===== config.mk =====
export PLATFORM = sky130hd
export DESIGN_NAME = cci_test_mmio_initiator
export DESIGN_NICKNAME = d
export VERILOG_FILES = /design/src/rtl/cci_test_mmio_initiator.sv
export SDC_FILE = /design/constraint.sdc
export NUM_CORES = 1
export LEC_CHECK = 0
export CAP_MARGIN = 5
export CORE_MARGIN = 2
export CORE_UTILIZATION = 30
export CTS_BUF_LIST = sky130_fd_sc_hd__clkbuf_8
export DETAILED_ROUTE_END_ITERATION = 8
export HOLD_SLACK_MARGIN = 0.05
export SYNTH_ARGS = -nofsm -noshare
export SYNTH_HDL_FRONTEND = slang
export SYNTH_SLANG_ARGS = --single-unit

===== constraint.sdc =====
create_clock -name clk -period 5.7 [get_ports clk]
set_clock_uncertainty 0.15 [all_clocks]
set_input_delay 0.855 -clock clk [delete_from_list [all_inputs] [get_ports clk]]
set_output_delay 0.855 -clock clk [all_outputs]
set_load 0.1 [all_outputs]

===== src/rtl/cci_test_mmio_initiator.sv =====
// MMIO read/write initiator toward a CCI CSR responder.
// Reads take the lowest free TID slot (0..MAX_OUTSTANDING-1) and hold it
// until a matching response arrives; writes are fire-and-forget.
// Optional per-slot read timeout: define CCI_TEST_MMIO_INITIATOR_TIMEOUT_EN.
//
// Handshake: a command transfers on a rising edge where cmd_valid and
// cmd_ready are both high; cmd_ready depends only on reset and registered
// slot state, never on cmd_valid. Responses have no backpressure.
module cci_test_mmio_initiator #(
  parameter int MAX_OUTSTANDING = 4,
  parameter int TIMEOUT_CYCLES  = 1024
) (
  input  logic        clk,
  input  logic        reset,
  input  logic        cmd_valid,
  output logic        cmd_ready,
  input  logic        cmd_is_write,
  input  logic [15:0] cmd_addr,
  input  logic [63:0] cmd_data,
  output logic        mmio_rd_valid,
  output logic        mmio_wr_valid,
  output logic [15:0] mmio_addr,
  output logic [8:0]  mmio_tid,
  output logic [63:0] mmio_data,
  output logic [1:0]  mmio_length,
  input  logic        rsp_valid,
  input  logic [8:0]  rsp_tid,
  input  logic [63:0] rsp_data,
  output logic        rd_data_valid,
  output logic [63:0] rd_data,
  output logic [3:0]  rd_tag,
  output logic        rd_timeout,
  output logic [3:0]  timeout_tag,
  output logic        err_unexpected_tid,
  output logic [4:0]  outstanding
);

  localparam int N = MAX_OUTSTANDING;

  logic [N-1:0] busy;
  logic [N-1:0] alloc_mask;
  logic [N-1:0] rsp_mask;
  logic [N-1:0] to_mask;
  logic [3:0]   free_idx;
  logic [3:0]   rsp_idx;
  logic         rsp_hit;
  logic         rsp_bad;
  logic         accept;
  logic         alloc;
  logic         unused_ok;

  assign mmio_length = 2'b01;
  assign accept      = cmd_valid && cmd_ready;
  assign alloc       = accept && !cmd_is_write;
  assign cmd_ready   = !reset && (outstanding < 5'(N));

  // Count of busy slots; can never exceed N, so it cannot wrap.
  always_comb begin
    outstanding = '0;
    for (int i = 0; i < N; i++) begin
      outstanding = outstanding + 5'(busy[i]);
    end
  end

  // Lowest free slot and its one-hot allocation mask.
  always_comb begin
    free_idx   = '0;
    alloc_mask = '0;
    for (int i = N - 1; i >= 0; i--) begin
      if (!busy[i]) free_idx = 4'(i);
    end
    for (int i = 0; i < N; i++) begin
      if (alloc && (free_idx == 4'(i))) alloc_mask[i] = 1'b1;
    end
  end

  // Match the response TID against busy slots; anything else is unexpected.
  always_comb begin
    rsp_mask = '0;
    rsp_idx  = '0;
    rsp_hit  = 1'b0;
    for (int i = 0; i < N; i++) begin
      if (rsp_valid && busy[i] && (rsp_tid == 9'(i))) begin
        rsp_mask[i] = 1'b1;
        rsp_idx     = 4'(i);
        rsp_hit     = 1'b1;
      end
    end
    rsp_bad = rsp_valid && !rsp_hit;
  end

`ifdef CCI_TEST_MMIO_INITIATOR_TIMEOUT_EN
  localparam int CW = $clog2(TIMEOUT_CYCLES);
  localparam logic [CW-1:0] CNT_LAST = CW'(TIMEOUT_CYCLES - 1);

  logic [CW-1:0] cnt [N];
  logic [N-1:0]  exp_mask;
  logic [3:0]    to_idx;
  logic          to_hit;

  // Expired slots, excluding any slot answered this cycle; lowest wins.
  always_comb begin
    exp_mask = '0;
    to_mask  = '0;
    to_idx   = '0;
    to_hit   = 1'b0;
    for (int i = 0; i < N; i++) begin
      exp_mask[i] = busy[i] && (cnt[i] == CNT_LAST) && !rsp_mask[i];
    end
    for (int i = N - 1; i >= 0; i--) begin
      if (exp_mask[i]) begin
        to_idx = 4'(i);
        to_hit = 1'b1;
      end
    end
    for (int i = 0; i < N; i++) begin
      if (to_hit && (to_idx == 4'(i))) to_mask[i] = 1'b1;
    end
  end

  // Per-slot age counters; saturate so a losing expired slot fires later.
  always_ff @(posedge clk or posedge reset) begin
    if (reset) begin
      for (int i = 0; i < N; i++) cnt[i] <= '0;
    end else begin
      for (int i = 0; i < N; i++) begin
        if (alloc_mask[i])                      cnt[i] <= '0;
        else if (busy[i] && (cnt[i] != CNT_LAST)) cnt[i] <= cnt[i] + 1'b1;
      end
    end
  end

  // Timeout pulse and held tag.
  always_ff @(posedge clk or posedge reset) begin
    if (reset) begin
      rd_timeout  <= 1'b0;
      timeout_tag <= '0;
    end else begin
      rd_timeout <= to_hit;
      if (to_hit) timeout_tag <= to_idx;
    end
  end

  assign unused_ok = cmd_addr[0];
`else
  assign to_mask     = '0;
  assign rd_timeout  = 1'b0;
  assign timeout_tag = '0;
  assign unused_ok   = cmd_addr[0] ^ (TIMEOUT_CYCLES == 0);
`endif

  // Slot bitmap: frees come from registered busy, so a slot freed this
  // cycle is only allocatable from the next cycle on.
  always_ff @(posedge clk or posedge reset) begin
    if (reset) busy <= '0;
    else       busy <= (busy & ~rsp_mask & ~to_mask) | alloc_mask;
  end

  // Registered request toward the CSR responder.
  always_ff @(posedge clk or posedge reset) begin
    if (reset) begin
      mmio_rd_valid <= 1'b0;
      mmio_wr_valid <= 1'b0;
      mmio_addr     <= '0;
      mmio_tid      <= '0;
      mmio_data     <= '0;
    end else begin
      mmio_rd_valid <= accept && !cmd_is_write;
      mmio_wr_valid <= accept && cmd_is_write;
      if (accept) begin
        mmio_addr <= {cmd_addr[15:1], 1'b0};
        mmio_data <= cmd_data;
        mmio_tid  <= cmd_is_write ? 9'd0 : {5'd0, free_idx};
      end
    end
  end

  // Read completion, held data/tag, sticky unexpected-TID flag.
  always_ff @(posedge clk or posedge reset) begin
    if (reset) begin
      rd_data_valid      <= 1'b0;
      rd_data            <= '0;
      rd_tag             <= '0;
      err_unexpected_tid <= 1'b0;
    end else begin
      rd_data_valid <= rsp_hit;
      if (rsp_hit) begin
        rd_data <= rsp_data;
        rd_tag  <= rsp_idx;
      end
      if (rsp_bad) err_unexpected_tid <= 1'b1;
    end
  end

endmodule


==> qor.txt, run 1 <==
CTS root buf - clkbuf_8
M2 GR Usage - 25.2%
Crit-path max cell delay - 1150 ps
Req. time, crit path - 4700 ps
Dominant synthesized flop cell - dfrtp_1
Storage cell area - 3880 µm²
Diodes inserted - 0
WP buf/inv - 3
Yosys warns - 0
Vias per cell - 4.25
Worst setup path category - flip-flop to output pin
Setup Total Neg Slack - 0 ps
Final Cycle Share - 76.7%
Relative slew slack - 28.0%
Hold buffers post-CTS - 0
Post-CTS Setup Bufs - 0
Final Hold Violating Endpoints - 0
Max-cap violations - 0
Area occupied by multi-input gates - 2190 µm²
WL/cell - 15.7 µm
Fillers - 1971
Later-pin clock latency in the skew report - 430 ps
Post-CTS Resized - 0
Ports - 332
Grt total ovfl - 0
Number of I/O port buffers - 311
WP data arrival - 3370 ps
Yosys cell types - 35
Max Buffers Root-to-Sink - 2
Hold Crit Class - flip-flop to flip-flop
Post-Syn Area - 6380 µm²
DR pass1 iterations - 4
Share of layout cells above drive strength 1 - 12.7%
Grt peak-use layer - met2
Die area - 22500 µm²
RSZ-0062 raised after global routing - false
Total track usage - 16.0%
First-pass GRT wire length - 27800 µm
Initial antenna violation count - 0
Setup violations, final - 0
Delay-heaviest family, CP - buffers and inverters
Core Area - 21000 µm²
Post-route minimum period - 4370 ps
Initial Utilization - 30.5%
M1 GR Usage - 20.4%
ANT nets after route - 0
Number of global-route vias before repair - 4990
Area growth syn-to-layout - 57.1%
Die width - 150 µm
Smallest hold slack - 323 ps
CTS H-tree lvls - 4
DP HPWL - 12900 µm
Fmax - 229 MHz
Status - finished clean
GPL Wtd Cong - 0.725
Std-Cell Rows - 53
Slew at the pin with the worst max-slew slack - 1080 ps
Register area share after synthesis - 60.8%
Met3 Use GR - 6.80%
Worst-path clk slew - 90 ps
Initial DRC Count - 126
CP Cell Sequence - inv_1 -> fa_1 -> inv_1 -> ha_1 -> ha_1 -> nor2_1 -> clkdlybuf4s50_1
FFs w/ async S/R, synth - 100%
Gate Count Post-Synth - 552
Total wire length - 18100 µm
Die height - 150 µm
Largest net degree at the start of global routing - 98
Syn Area/Cell - 11.6 µm²
Nets - 1021
Vias - 4879
Slowest CP cell - clkdlybuf4s50_1
DR DRC count - 0
Number of CTS-inserted buffers - 17
TritonCTS clock tree - done
CP Capture Type - output pin
Startpoint Class - flip-flop
Commonest non-fill, non-tap cell in the layout - clkdlybuf4s50_1
Clk sinks - 155
Core Util, Final - 47.8%
Yosys reg bits - 155
Slew Viols, Final - 0
Crit-path max FO - 9
EDFF count, synth - 0
Commonest cells after routing, fill and taps aside - clkdlybuf4s50_1, nand2_1, dfrtp_1, mux2_4, conb_1
-- synth_stat cells, types with 3 or more instances --
| cell | count | area share [%] |
|---|---|---|
| buf_12 | 5 | 1.6 |
| a22o_1 | 3 | 0.41 |
| dfrtp_1 | 155 | 61 |
| buf_4 | 20 | 2.4 |
| a41oi_1 | 3 | 0.41 |
| mux2_4 | 49 | 12 |
| nand2_1 | 239 | 14 |
| mux2_2 | 16 | 2.8 |
| inv_1 | 8 | 0.47 |
| clkbuf_1 | 19 | 1.1 |
| a31oi_1 | 3 | 0.29 |
-- kinds of logic (layout without fill, tap and decap cells) --
family                     count (synthesis)  after routing  synth area share [%]
muxes                                     66             66                  14.7
adders and majority gates                  3              3                 0.706
other                                      2             19                 0.118
DFF                                      155            155                  60.8
and+or+nand+nor                          254            254                  15.7
AOI/OAI and AO/OA                         17             17                  1.96
buffers and inverters                     55            359                  5.98
-- stage by stage --
stage                     setup WS (ps)  cells  area, µm²
after floorplan                     517    569       6440
after global placement             1850   1116       9620
after detailed placement           1860   1116       9620
after CTS                          1320   1148      10000
after global routing               1090   1148      10000
final                              1330   1148      10000
-- final timing paths --
kind	startpoint	endpoint	slack (ps)	cells after the start
max	busy[1]	cmd_ready	1330	7
min	err_unexpected_tid	err_unexpected_tid	320	1
max reg2reg	busy[1]	mmio_tid[0]	2440	8
min reg2reg	err_unexpected_tid	err_unexpected_tid	320	1
max in group asynchronous	reset	rd_data[49]	3410	3
min in group asynchronous	reset	mmio_data[21]	970	2
-- final cells by class --
cell class | count | share of cell area (%)
flip-flops and latches | 155 | 38.7
repair buffers | 318 | 31.6
multi-input cells | 359 | 21.9
well taps | 275 | 3.43
clock buffers | 18 | 2.47
clock inverters | 14 | 1.57
inverters | 9 | 0.399
-- sequential cells by signal (all words and copies together) (netlist names) --
register,count
mmio_data,64
rd_data,64
mmio_addr,15
busy,4
mmio_tid,2
rd_tag,2
err_unexpected_tid,1
mmio_rd_valid,1
mmio_wr_valid,1
rd_data_valid,1
-- routing by layer --
metal,vias up,wire (µm)
li1,2338,-
met1,2316,7880
met2,216,8200
met3,9,1760
met4,0,213
met5,-,0
Power of run 1 is not shown: default switching activity piles up to over one toggle a cycle in this logic, so the estimate is an artifact.
==> run 2: changes to the inputs <==
- clock period: 5.7 -> 4.33 ns (I/O delays scaled with it)
==> run 2 against run 1 <==
Net effect: first-iteration DRC count fell by 7.1%; via count increased by 0.14%; critical path depth did not move; final area is 0.21% lower; utilization down 0.10 points; setup slack worse by 260 ps; non-clock buffer count did not move; count of clock-buffer cells in the layout stayed put; sequential cell count unchanged; critical endpoint unchanged; sequential share of layout area grew 0.082 points; hold slack lost 11 ps.
==> qor.txt, run 2 (same netlist as run 1, synthesis figures left out) <==
Status - finished clean (unchanged)
Final Cycle Share - 75.3%
Post-route minimum period - 3260 ps
CP Cell Sequence - inv_1 -> fa_1 -> inv_1 -> ha_1 -> ha_1 -> nor2_1 -> buf_4 (was inv_1 -> fa_1 -> inv_1 -> ha_1 -> ha_1 -> nor2_1 -> clkdlybuf4s50_1)
Std-Cell Rows - 53 (unchanged)
Max-cap violations - 0 (unchanged)
Slew at the pin with the worst max-slew slack - 1080 ps (about the same)
WL/cell - 15.4 µm (was 15.7 µm)
Worst R2R Path Depth - 7 (was 8)
Delay-heaviest family, CP - adder cells (was buffers and inverters)
Slew Viols, Final - 0 (unchanged)
Slowest CP cell - fa_1 (was clkdlybuf4s50_1)
Number of I/O port buffers - 311 (unchanged)
Max Buffers Root-to-Sink - 2 (unchanged)
TritonCTS clock tree - done (unchanged)
CP Capture Type - output pin (unchanged)
Vias per cell - 4.26 (was 4.25)
Crit-path max FO - 9 (unchanged)
Ports - 332 (unchanged)
Share of layout cells above drive strength 1 - 13.1% (was 12.7%)
Core Area - 21000 µm² (unchanged)
Grt total ovfl - 0 (unchanged)
Setup violations, final - 0 (unchanged)
Worst setup path category - flip-flop to output pin (unchanged)
WP data arrival - 2460 ps (was 3370 ps)
Clk sinks - 155 (unchanged)
Commonest cells after routing, fill and taps aside - clkdlybuf4s50_1, nand2_1, dfrtp_1, mux2_4, conb_1 (unchanged)
R2r setup slk - 1360 ps (was 2440 ps)
Largest net degree at the start of global routing - 85 (was 98)
GPL Wtd Cong - 0.714 (was 0.725)
Number of CTS-inserted buffers - 17 (unchanged)
Startpoint Class - flip-flop (unchanged)
Commonest non-fill, non-tap cell in the layout - clkdlybuf4s50_1 (unchanged)
DR DRC count - 0 (unchanged)
CTS root buf - clkbuf_8 (unchanged)
Setup Total Neg Slack - 0 ps (unchanged)
First-pass GRT wire length - 27000 µm (was 27800 µm)
Crit-path max cell delay - 520 ps (was 1150 ps)
Die width - 150 µm (unchanged)
Regs by FF count - mmio_data (64), rd_data (64), mmio_addr (15) (unchanged)
End of the worst register-to-register path - mmio_tid[1] (was mmio_tid[0])
Diodes inserted - 0 (unchanged)
Die height - 150 µm (unchanged)
Initial DRC Count - 117 (was 126)
CP Depth - 7 (unchanged)
Area growth syn-to-layout - 56.8% (was 57.1%)
Worst setup path end - cmd_ready (unchanged)
Final Hold Violating Endpoints - 0 (unchanged)
Post-CTS Setup Bufs - 0 (unchanged)
Fmax - 307 MHz
Initial Utilization - 30.5% (unchanged)
R2r startpoint - busy[1] (unchanged)
Hold buffers post-CTS - 0 (unchanged)
ANT nets after route - 0 (unchanged)
Initial antenna violation count - 0 (unchanged)
DR pass1 iterations - 5 (was 4)
Later-pin clock latency in the skew report - 440 ps (was 430 ps)
CTS H-tree lvls - 4 (unchanged)
RSZ-0062 raised after global routing - false (unchanged)
Die area - 22500 µm² (unchanged)
Hold Crit Class - flip-flop to flip-flop (unchanged)
Number of global-route vias before repair - 4876 (was 4990)
Relative slew slack - 28.0% (about the same)
Critical path origin - busy[1] (unchanged)
DP HPWL - 12900 µm (about the same)
Post-CTS Resized - 0 (unchanged)
Total track usage - 15.5% (was 16.0%)
WP buf/inv - 3 (unchanged)
Total wire length - 17700 µm (was 18100 µm)
Nets - 1021 (unchanged)
Vias - 4886 (was 4879)
Req. time, crit path - 3530 ps (was 4700 ps)
Fillers - 1979 (was 1971)
Worst-path clk slew - 90 ps (about the same)
run 2: changes by cell type in the layout (fill, tap and decap cells not counted), sizes merged:
| cell | before | now |
|---|---|---|
| buf | 7 | 11 |
| bufinv | 2 | 1 |
| clkdlybuf4s50 | 311 | 307 |
| clkinvlp | 2 | 3 |
run 2: layout make-up:
cell class                 count  area (µm²)  area share [%]
tap                          275         344            3.44
clock inverter                14         135            1.35
multi-input combinational    359        2190            21.9
inverter                       9        38.8           0.388
sequential                   155        3880            38.8
timing repair buffer         318        3170            31.7
clock buffer                  18         248            2.48
run 2: metal layers:
| layer | vias to the layer above | GRT usage [%] | share of wire (%) | wire length (µm) |
|---|---|---|---|---|
| met5 | - | 0 | 0 | 0 |
| met4 | 0 | 4.39 | 0.89 | 157 |
| met1 | 2314 | 19.0 | 41 | 7250 |
| li1 | 2342 | - | - | - |
| met3 | 9 | 7.26 | 12 | 2080 |
| met2 | 221 | 24.7 | 46 | 8220 |
run 2: stage by stage:
stage,std cells,area [µm²],hold slack [ps],utilization (%),setup slack [ps]
detailed placement,1116,9620,300,45.9,817
floorplan,569,6450,382,-,361
finish,1148,10000,312,47.7,1070
CTS,1148,10000,318,47.7,1020
global route,1148,10000,331,47.7,926
global placement,1116,9620,291,45.9,819
run 2: worst min-delay path by stage:
stage	startpoint	to	slack [ps]	cells after the start
floorplan	busy[0]	busy[0]	380	1
global placement	err_unexpected_tid	err_unexpected_tid	290	1
detailed placement	err_unexpected_tid	err_unexpected_tid	300	1
CTS	err_unexpected_tid	err_unexpected_tid	320	1
global route	err_unexpected_tid	err_unexpected_tid	330	1
finish	err_unexpected_tid	err_unexpected_tid	310	1
Power of run 2 is left out for the same reason.
==> run 3: changes to the inputs <==
- PLACE_DENSITY: unset -> 0.66
- clock period: 4.33 -> 2.8 ns (I/O delays scaled with it)
==> run 3 against run 2 <==
Net effect: setup slack got worse by 950 ps; critical path depth unchanged; largest cell class unchanged; first-iteration DRC count increased by 13%; final area decreased by 1.2%; wire length decreased by 1.6%; global-route usage decreased by 0.43 points; sequential share of layout area increased by 0.49 points; register-to-register slack got worse by 1200 ps; highest routed layer unchanged; count of clock-buffer cells in the layout decreased by 1; non-clock buffer count increased by 10; cell count increased by 0.78%.
==> qor.txt, run 3 (same netlist as run 1, synthesis figures left out) <==
Status - finished clean (unchanged)
Hold depth - 1 (unchanged)
Vias - 4925 (was 4886)
Initial Utilization - 30.5% (unchanged)
RSZ-0062 raised after global routing - false (unchanged)
Nets - 1031 (was 1021)
Largest net degree at the start of global routing - 98 (was 85)
Final Cycle Share - 95.6%
Regs by FF count - mmio_data (64), rd_data (64), mmio_addr (15) (unchanged)
Max-cap violations - 0 (unchanged)
Slew at the pin with the worst max-slew slack - 521 ps (was 1080 ps)
Worst R2R Path Depth - 9 (was 7)
Setup violations, final - 0 (unchanged)
Area growth syn-to-layout - 54.8% (was 56.8%)
Die area - 22500 µm² (unchanged)
R2r startpoint - busy[0] (was busy[1])
Ports - 332 (unchanged)
Die height - 150 µm (unchanged)
Post-route cell area - 9880 µm² (was 10000 µm²)
R2r setup slk - 200 ps (was 1360 ps)
DR pass1 iterations - 6 (was 5)
ANT nets after route - 0 (unchanged)
Max Buffers Root-to-Sink - 2 (unchanged)
Total wire length - 17400 µm (was 17700 µm)
Grt total ovfl - 0 (unchanged)
Initial DRC Count - 132 (was 117)
Area occupied by multi-input gates - 2210 µm² (was 2190 µm²)
End of the worst register-to-register path - mmio_data[18] (was mmio_tid[1])
Vias per cell - 4.26 (about the same)
WP data arrival - 2110 ps (was 2460 ps)
CTS H-tree lvls - 4 (unchanged)
Commonest cells after routing, fill and taps aside - nand2_1, buf_4, clkdlybuf4s50_1, dfrtp_1, mux2_4 (was clkdlybuf4s50_1, nand2_1, dfrtp_1, mux2_4, conb_1)
WL/cell - 15.1 µm (was 15.4 µm)
Number of I/O port buffers - 311 (unchanged)
Die width - 150 µm (unchanged)
Worst setup path category - flip-flop to output pin (unchanged)
Initial antenna violation count - 0 (unchanged)
Later-pin clock latency in the skew report - 430 ps (was 440 ps)
Fmax - 374 MHz
Req. time, crit path - 2230 ps (was 3530 ps)
Core Area - 21000 µm² (unchanged)
Slew Viols, Final - 0 (unchanged)
Share of layout cells above drive strength 1 - 31.5% (was 13.1%)
Smallest hold slack - 321 ps (was 312 ps)
Clk sinks - 155 (unchanged)
CTS root buf - clkbuf_8 (unchanged)
Post-Place Cell Area - 9480 µm² (was 9620 µm²)
CP Capture Type - output pin (unchanged)
First-pass GRT wire length - 26400 µm (was 27000 µm)
Hold Path End - err_unexpected_tid (unchanged)
DR DRC count - 0 (unchanged)
Post-CTS Setup Bufs - 0 (unchanged)
Worst-path clk slew - 90 ps (about the same)
Critical path origin - busy[0] (was busy[1])
Total track usage - 15.1% (was 15.5%)
Hold Crit Class - flip-flop to flip-flop (unchanged)
Hold wc startpoint - err_unexpected_tid (unchanged)
Number of CTS-inserted buffers - 17 (unchanged)
Post-route minimum period - 2680 ps
Std-Cell Rows - 53 (unchanged)
Diodes inserted - 0 (unchanged)
Crit-path max FO - 5 (was 9)
Number of global-route vias before repair - 4838 (was 4876)
Fillers - 1956 (was 1979)
Storage cell area - 3880 µm² (unchanged)
Setup Total Neg Slack - 0 ps (unchanged)
Relative slew slack - 65.3% (was 28.0%)
Startpoint Class - flip-flop (unchanged)
Commonest non-fill, non-tap cell in the layout - nand2_1 (was clkdlybuf4s50_1)
Final Hold Violating Endpoints - 0 (unchanged)
TritonCTS clock tree - done (unchanged)
Hold buffers post-CTS - 0 (unchanged)
GPL Wtd Cong - 0.727 (was 0.714)
DP HPWL - 12800 µm (was 12900 µm)
Core Util, Final - 47.2% (was 47.7%)
[run 3: worst max path at each step]
| stage | to | cells after the start |
|---|---|---|
| 6_report | cmd_ready | 7 |
| 5_1_grt | cmd_ready | 7 |
| 4_1_cts | cmd_ready | 7 |
| 3_5_place_dp | rd_data[54] | 7 |
| 3_3_place_gp | rd_data[56] | 7 |
| 2_1_floorplan | mmio_tid[1] | 10 |
[run 3: final cells by class]
| type | count | area share [%] |
|---|---|---|
| multi-input cells | 359 | 22.4 |
| flip-flops and latches | 155 | 39.3 |
| well taps | 275 | 3.48 |
| inverters | 9 | 0.393 |
| repair buffers | 328 | 30.4 |
| clock inverters | 14 | 1.70 |
| clock buffers | 17 | 2.37 |
[run 3: metrics by stage]
step                setup WS, ps  std cells
floorplan                0.00955        569
global placement             154       1126
detailed placement           145       1126
CTS                         35.9       1157
global route                8.83       1157
finish                       124       1157
[run 3: worst max-delay path, stage by stage (launching register included)]
cell and delay [ps]:
dfrtp_1 380, inv_2 60, fa_1 530, inv_1 40, ha_2 180, ha_4 190, nor2_4 100, buf_12 180
[run 3: timing repair]
action,CTS,global route
hold endpoints to repair,0,0
setup endpoints to repair,0,1
resized for setup,0,2
[run 3: per-layer routing]
layer,routed length (µm),global-route usage (%),vias to the layer above
li1,-,-,2357
met1,6850,17.8,2325
met2,8570,25.2,231
met3,1850,6.62,12
met4,162,3.92,0
met5,0,0,-
Power of run 3 is left out for the same reason.
